File: config.mk
export PLATFORM = sky130hd
export DESIGN_NAME = q_agent_core
export DESIGN_NICKNAME = d
export VERILOG_FILES = /design/src/rtl/qlearn_pkg.sv /design/src/rtl/q_table_ram.sv /design/src/rtl/q_agent_core.sv
export SDC_FILE = /design/constraint.sdc
export NUM_CORES = 2
export LEC_CHECK = 0
export BUFFER_PORTS_ARGS = -buffer_cell sky130_fd_sc_hd__buf_2
export CELL_PAD_IN_SITES_DETAIL_PLACEMENT = 1
export CELL_PAD_IN_SITES_GLOBAL_PLACEMENT = 1
export CORE_ASPECT_RATIO = 2
export CORE_UTILIZATION = 29
export DETAILED_ROUTE_END_ITERATION = 6
export PLACE_DENSITY_LB_ADDON = 0.1
export SLEW_MARGIN = 10
export SYNTH_ARGS = -nofsm -noshare
export SYNTH_HDL_FRONTEND = slang
export SYNTH_SLANG_ARGS = --single-unit
File: constraint.sdc
create_clock -name clk -period 12.6 [get_ports clk]
set_input_delay 2.52 -clock clk [delete_from_list [all_inputs] [get_ports clk]]
set_output_delay 2.52 -clock clk [all_outputs]
set_load 0.005 [all_outputs]
File: src/rtl/qlearn_pkg.sv
// rtl/qlearn_pkg.sv - shared types and constants for the Q-learning agent
package qlearn_pkg;

    localparam int NUM_STATES_DEF  = 64;
    localparam int NUM_ACTIONS_DEF = 4;
    localparam int Q_W_DEF         = 16;
    localparam int ALPHA_SH_DEF    = 2;
    localparam int GAMMA_SH_DEF    = 2;

    localparam logic [15:0] LFSR_SEED = 16'hACE1;
    // Feedback taps 16,14,13,11 expressed as bit positions 15,13,12,10
    localparam logic [15:0] LFSR_TAPS = 16'hB400;

    typedef enum logic [2:0] {
        ST_CLEAR,
        ST_SCAN_CUR,
        ST_ACT,
        ST_WAIT_OBS,
        ST_SCAN_NXT,
        ST_UPDATE
    } agent_state_t;

    function automatic logic [15:0] lfsr_next(input logic [15:0] cur);
        return {cur[14:0], ^(cur & LFSR_TAPS)};
    endfunction

endpackage

File: src/rtl/q_table_ram.sv
// rtl/q_table_ram.sv - single-port synchronous-read Q-value table
module q_table_ram #(
    parameter int DEPTH = 256,
    parameter int AW    = 8,
    parameter int DW    = 16
) (
    input  logic                 clk,
    input  logic                 en,
    input  logic                 we,
    input  logic [AW-1:0]        addr,
    input  logic signed [DW-1:0] wdata,
    output logic signed [DW-1:0] rdata
);

    logic signed [DW-1:0] mem [DEPTH];

    // Gated by en so a frozen agent also freezes the read register
    always_ff @(posedge clk) begin
        if (en) begin
            if (we) begin
                mem[addr] <= wdata;
            end
            rdata <= mem[addr];
        end
    end

endmodule

File: src/rtl/q_agent_core.sv
// rtl/q_agent_core.sv - tabular Q-learning agent with epsilon-greedy action choice
module q_agent_core
    import qlearn_pkg::*;
#(
    parameter int NUM_STATES  = NUM_STATES_DEF,
    parameter int NUM_ACTIONS = NUM_ACTIONS_DEF,
    parameter int Q_W         = Q_W_DEF,
    parameter int ALPHA_SH    = ALPHA_SH_DEF,
    parameter int GAMMA_SH    = GAMMA_SH_DEF,
    localparam int S_W        = $clog2(NUM_STATES),
    localparam int A_W        = $clog2(NUM_ACTIONS)
) (
    input  logic                  clk,
    input  logic                  rst_n,
    input  logic                  en,
    input  logic [S_W-1:0]        start_state,
    input  logic [15:0]           epsilon,
    output logic [A_W-1:0]        action,
    output logic                  action_valid,
    input  logic                  action_ready,
    input  logic                  obs_valid,
    output logic                  obs_ready,
    input  logic signed [Q_W-1:0] obs_reward,
    input  logic [S_W-1:0]        obs_state,
    input  logic                  obs_terminal,
    output logic                  busy,
    output logic [15:0]           step_count
);

    localparam int AW    = S_W + A_W;
    localparam int DEPTH = NUM_STATES * NUM_ACTIONS;
    localparam int QX    = Q_W + 2;
    localparam logic [AW-1:0]  CLR_END  = AW'(DEPTH - 1);
    localparam logic [A_W:0]   SCAN_END = (A_W + 1)'(NUM_ACTIONS);
    localparam logic signed [Q_W-1:0] Q_MAX = {1'b0, {(Q_W-1){1'b1}}};
    localparam logic signed [Q_W-1:0] Q_MIN = {1'b1, {(Q_W-1){1'b0}}};

    agent_state_t state, state_nxt;

    logic [15:0]           lfsr;
    logic [AW-1:0]         clr_addr;
    logic [A_W:0]          scan_idx;
    logic [S_W-1:0]        cur_state;
    logic [S_W-1:0]        nxt_state;
    logic signed [Q_W-1:0] reward;
    logic signed [Q_W-1:0] q_sa;
    logic signed [Q_W-1:0] max_q;
    logic [A_W-1:0]        max_a;
    logic                  terminal;

    logic                  ram_we;
    logic [AW-1:0]         ram_addr;
    logic signed [Q_W-1:0] ram_wdata;
    logic signed [Q_W-1:0] ram_rdata;

    logic                  scan_last;
    logic                  explore;
    logic signed [Q_W-1:0] best_q;
    logic [A_W-1:0]        best_a;
    logic signed [QX-1:0]  target;
    logic signed [QX-1:0]  q_new;
    logic signed [Q_W-1:0] q_sat;

    assign busy         = (state == ST_CLEAR);
    assign action_valid = (state == ST_ACT);
    assign obs_ready    = (state == ST_WAIT_OBS);
    assign scan_last    = (scan_idx == SCAN_END);
    assign explore      = (lfsr < epsilon);

    // Read data lags the address by a cycle, so index k compares entry k-1
    always_comb begin
        best_q = max_q;
        best_a = max_a;
        if (scan_idx == (A_W + 1)'(1) || ram_rdata > max_q) begin
            best_q = ram_rdata;
            best_a = scan_idx[A_W-1:0] - A_W'(1);
        end
    end

    always_comb begin
        target = QX'(reward);
        if (!terminal) begin
            target = QX'(reward) + (QX'(max_q) - (QX'(max_q) >>> GAMMA_SH));
        end
        q_new = QX'(q_sa) + ((target - QX'(q_sa)) >>> ALPHA_SH);
        if (q_new[QX-1:Q_W-1] == '0 || q_new[QX-1:Q_W-1] == '1) begin
            q_sat = q_new[Q_W-1:0];
        end else begin
            q_sat = q_new[QX-1] ? Q_MIN : Q_MAX;
        end
    end

    always_comb begin
        ram_we    = 1'b0;
        ram_wdata = '0;
        ram_addr  = {cur_state, action};
        case (state)
            ST_CLEAR: begin
                ram_we   = 1'b1;
                ram_addr = clr_addr;
            end
            ST_SCAN_CUR: ram_addr = {cur_state, scan_idx[A_W-1:0]};
            ST_SCAN_NXT: ram_addr = {nxt_state, scan_idx[A_W-1:0]};
            ST_UPDATE: begin
                ram_we    = 1'b1;
                ram_wdata = q_sat;
            end
            default: ram_addr = {cur_state, action};
        endcase
    end

    always_comb begin
        state_nxt = state;
        case (state)
            ST_CLEAR:    if (clr_addr == CLR_END) state_nxt = ST_SCAN_CUR;
            ST_SCAN_CUR: if (scan_last) state_nxt = ST_ACT;
            ST_ACT:      if (action_ready) state_nxt = ST_WAIT_OBS;
            ST_WAIT_OBS: if (obs_valid) state_nxt = obs_terminal ? ST_UPDATE : ST_SCAN_NXT;
            ST_SCAN_NXT: if (scan_last) state_nxt = ST_UPDATE;
            ST_UPDATE:   state_nxt = terminal ? ST_SCAN_CUR : ST_ACT;
            default:     state_nxt = ST_CLEAR;
        endcase
    end

    always_ff @(posedge clk or negedge rst_n) begin
        if (!rst_n) begin
            state      <= ST_CLEAR;
            lfsr       <= LFSR_SEED;
            clr_addr   <= '0;
            scan_idx   <= '0;
            cur_state  <= '0;
            nxt_state  <= '0;
            reward     <= '0;
            q_sa       <= '0;
            max_q      <= '0;
            max_a      <= '0;
            terminal   <= 1'b0;
            action     <= '0;
            step_count <= '0;
        end else if (en) begin
            state <= state_nxt;
            lfsr  <= lfsr_next(lfsr);
            case (state)
                ST_CLEAR: begin
                    clr_addr <= clr_addr + AW'(1);
                    if (clr_addr == CLR_END) cur_state <= start_state;
                end
                ST_SCAN_CUR, ST_SCAN_NXT: begin
                    scan_idx <= scan_last ? '0 : scan_idx + (A_W + 1)'(1);
                    if (scan_idx != '0) begin
                        max_q <= best_q;
                        max_a <= best_a;
                    end
                    if (scan_last && state == ST_SCAN_CUR) begin
                        action <= explore ? lfsr[A_W-1:0] : best_a;
                    end
                end
                ST_WAIT_OBS: begin
                    // Read port has been parked on (cur_state, action) since ACT
                    if (obs_valid) begin
                        reward    <= obs_reward;
                        nxt_state <= obs_state;
                        terminal  <= obs_terminal;
                        q_sa      <= ram_rdata;
                    end
                end
                ST_UPDATE: begin
                    step_count <= step_count + 16'd1;
                    if (terminal) begin
                        cur_state <= start_state;
                    end else begin
                        cur_state <= nxt_state;
                        action    <= explore ? lfsr[A_W-1:0] : max_a;
                    end
                end
                default: ;
            endcase
        end
    end

    q_table_ram #(
        .DEPTH (DEPTH),
        .AW    (AW),
        .DW    (Q_W)
    ) u_ram (
        .clk   (clk),
        .en    (en),
        .we    (ram_we),
        .addr  (ram_addr),
        .wdata (ram_wdata),
        .rdata (ram_rdata)
    );

endmodule

==> results.tsv <==
stage	metric	value	unit
die	I/O pin count	71	
critical_path	Worst EP arrival	9890	ps
sta	number of max-slew violations in the final report	0	
worst_hold_path	hold_sp	step_count[15]	
yosys	portion of synthesized cell area occupied by the leading cell type	0.7280	
finish	Layout fillers	60508	
yosys	share of the yosys chip area belonging to registers	0.7444	
yosys	leading register cell type out of synthesis	edfxtp_1	
die	width of the die	542.8	microns
power	clock group share of total power	0.200	
yosys	post-synthesis instance area	169600	sq um
cts	H-Tree Depth	5	
global_routing	maximum number of pins on one net before global-route repair	161	
cts	clk slew on worst S/H paths	70	ps
critical_path	WP buf/inv	3	
drt	DR pass1 iterations	5	
sta	Final Hold Viols	0	
sta	final critical-path required period	9314	ps
worst_hold_path	type of the tightest min-delay check	reg -> reg	
global_routing	vias in the first global route	112667	
drt	DR vias/cell	5.222	
cts	CTS tree	yes	
finish	area of combinational cells with multiple inputs	40470	sq um
sta	worst max-slew margin expressed relative to the limit	0.05328	
sta	Setup TNS Final	0	ps
critical_path	worst setup path category	reg -> reg	
finish	Reg area	126300	sq um
job	count of max-cap constraint violations	0	
place	placement-stage worst setup slack	3369	ps
die	Starting Density	0.2916	
sta	setup skew after layout	48.99	ps
power	Leak	65.38	nW
cts	clock root cell	clkbuf_16	
global_routing	busiest grt layer	met2	
yosys	post-synth top area cell	edfxtp_1	
yosys	Post-Synthesis Cells	11978	
critical_path	CP required	13180	ps
global_routing	GR met2 Demand/Resource	0.4311	
drt	number of DRC markers in iteration 0	7813	
drt	DRT antenna net count	0	
sta	number of endpoints failing setup at the final stage	0	
die	number of rows created at floorplan	396	
place	gpl congestion	0.8069	
yosys	flip-flop and latch count after synthesis	4223	
sta	fin crit share	0.7392	
critical_path	largest delay contributor family on the critical path	compound AO/OA/AOI/OAI gates	
global_routing	global-route met1 utilization	0.2595	
power	PD cells	316.5	nW/um^2
global_routing	number of antenna violations at the first check in global routing	49	
cts	clock tree buffer depth	4	
global_routing	Congestion Overflow GR	0	
finish	synth-to-layout area growth	14.84	%
critical_path	delay contributed by the slowest stage of the critical path	940	ps
cts	Resized Gates After CTS	0	
yosys	post-synthesis area per instance	14.16	sq um
die	placeable core area	581700	sq um
critical_path	Worst path slowest cell	o32ai_4	
place	Port Buffers	70	
cts	Clock Latency Late Sink	990	ps
yosys	largest cells by area after synthesis	edfxtp_1 (73%), nand2_1 (5.5%), mux2i_1 (3.8%)	
yosys	total nets after synthesis	12132	
drt	wire length per cell	33.72	microns
critical_path	launch point of the critical path	reward[1]	
yosys	number of distinct library cells after synthesis	71	
power	Worst VDD drop	0.4171	mV
run_status	outcome	complete, no violations	
drt	overall routed net length	687700	microns
power	part of the power in combinational logic	0.479	
drt	number of vias in the routed layout	106484	
cts	number of buffers inserted for hold repair after clock tree synthesis	0	
drt	DRC violations left	0	
place	DPL Wire Length	410300	microns
sta	Max Freq	0.1074	GHz
critical_path	sort of element at the end of the critical path	flop	
finish	count of nets after finishing	12355	
cts	number of buffers added by the clock tree synthesis step	400	
yosys	number of warning messages in the yosys log	0	
global_routing	global-route met3 utilization	0.01940	
die	area of the die	588100	sq um
global_routing	global-route wire length before repair	940100	microns
global_routing	All-Layer GR Usage	0.2285	
yosys	Post-synth ARST share	0.02628	
cts	number of post-CTS setup repair buffers	0	
critical_path	beginning of the worst register-to-register path	reward[1]	
sta	setup repair after global routing missed its margin	no	
critical_path	cell seen most often among critical-path stages	nor2_1	
power	switching part of the total power	0.4534	
die	Die Ht	1084	microns
yosys	number of flops mapped to enable cells by yosys	4112	
power	switching power	0.02796	W
critical_path	crit-path max FO	162	
critical_path	nature of the critical path startpoint	flop	
sta	Setup WS post-layout	3286	ps
cts	clock sinks	4223	
power	sequential fraction of design power	0.321	
finish	fraction of layout cells with a size suffix above 1	0.1165	
sta	worst-margin pin slew	1420	ps
power	Power Internal	0.03370	W
[metrics by stage]
stage          std cells  power [W]  cell area, sq um  hold WS [ps]  utilization
5_1_grt            20377    0.06425            194700         505.1       0.3348
6_report           20392    0.06165            194800         477.1       0.3349
3_5_place_dp       19560    0.05011            181700         471.0       0.3123
3_3_place_gp       19555    0.04990            181600         471.6       0.3122
2_1_floorplan      11978    0.03679            169600         443.6            -
4_1_cts            20292    0.06253            194500         484.1       0.3344
[layout by cell type (no fill, tap or decap), types with 24 or more instances in the layout]
master	instances
bufinv_16	37
edfxtp_1	4112
a31oi_1	289
nor4_1	64
o22ai_1	271
a211oi_1	224
nand3b_1	33
a211o_1	32
clkbuf_1	60
o2111ai_1	34
a32oi_1	32
inv_1	109
a311oi_1	146
nand2_1	2499
xnor2_1	42
clkinv_2	91
mux2i_1	637
buf_4	477
buf_12	44
o31ai_1	24
clkinv_1	91
a221oi_1	31
clkbuf_16	407
nor2_1	278
o21ai_0	227
ha_1	88
nor2_2	36
diode_2	100
nor2_4	48
mux2_2	87
nand4_1	43
dfrtp_1	103
and3_1	339
nand3_1	862
a21oi_1	192
buf_2	69
[synthesized netlist by cell type, types with 226 or more instances]
master,number
a211oi_1,226
o22ai_1,271
nand3_1,880
buf_2,330
clkbuf_1,320
a31oi_1,291
nand2_1,2505
and3_1,340
mux2i_1,637
edfxtp_1,4112
o21ai_0,232
nor2_1,357
[cells by family (layout without fill, tap and decap cells)]
logic type / count (synthesis) / in the layout / share of synthesized area
adders and majority gates: 104 / 104 / 0.008380
AOI/OAI and AO/OA: 1671 / 1671 / 0.06613
muxes: 728 / 728 / 0.04390
DFF: 4223 / 4223 / 0.7444
buffers and inverters: 881 / 1434 / 0.02324
and+or+nand+nor: 4307 / 4307 / 0.1106
other: 0 / 100 / 0
xor gates and xnor gates: 64 / 64 / 0.003305
[state kept, by name, indices dropped and copies added (netlist names), 6 cells and up]
register and flops:
max_q 16, clr_addr 8, reward 16, lfsr 16
cur_state 6, step_count 16, u_ram.mem 4096, q_sa 16
u_ram.rdata 16, nxt_state 6
[routing by layer]
| layer | part of all wire | up-vias |
|---|---|---|
| met5 | 0.000057 | - |
| met4 | 0.046 | 6 |
| met3 | 0.031 | 838 |
| met2 | 0.54 | 2237 |
| met1 | 0.38 | 57657 |
| li1 | - | 45746 |
[area by class of cell]
cell class                 count  share of cell area
antenna                      100            0.001285
clock buffer                 480             0.05404
clock inverter               252             0.01185
inverter                     109            0.002101
multi-input combinational   6874              0.2077
sequential                  4223              0.6483
tap                         7761             0.04985
timing repair buffer         593             0.02487
[power groups by stage]
stage	Combinational, W	Sequential (W)	Clock, W
finish	0.0295	0.0198	0.0123
global route	0.0314	0.0198	0.0130
CTS	0.0301	0.0198	0.0126
detailed placement	0.0300	0.0201	0
global placement	0.0298	0.0201	0
floorplan	0.0160	0.0208	0
[worst paths after layout]
path / cells after the start / slack, ps / endpoint
min reg2reg: 1 / 480 / step_count[15]
min in group asynchronous: 1 / 1660 / cur_state[5]
min: 1 / 480 / step_count[15]
max: 29 / 3290 / u_ram.mem[36][13]
max reg2reg: 29 / 3290 / u_ram.mem[36][13]
max in group asynchronous: 2 / 9640 / q_sa[1]
(Power assumes the default switching activity.)
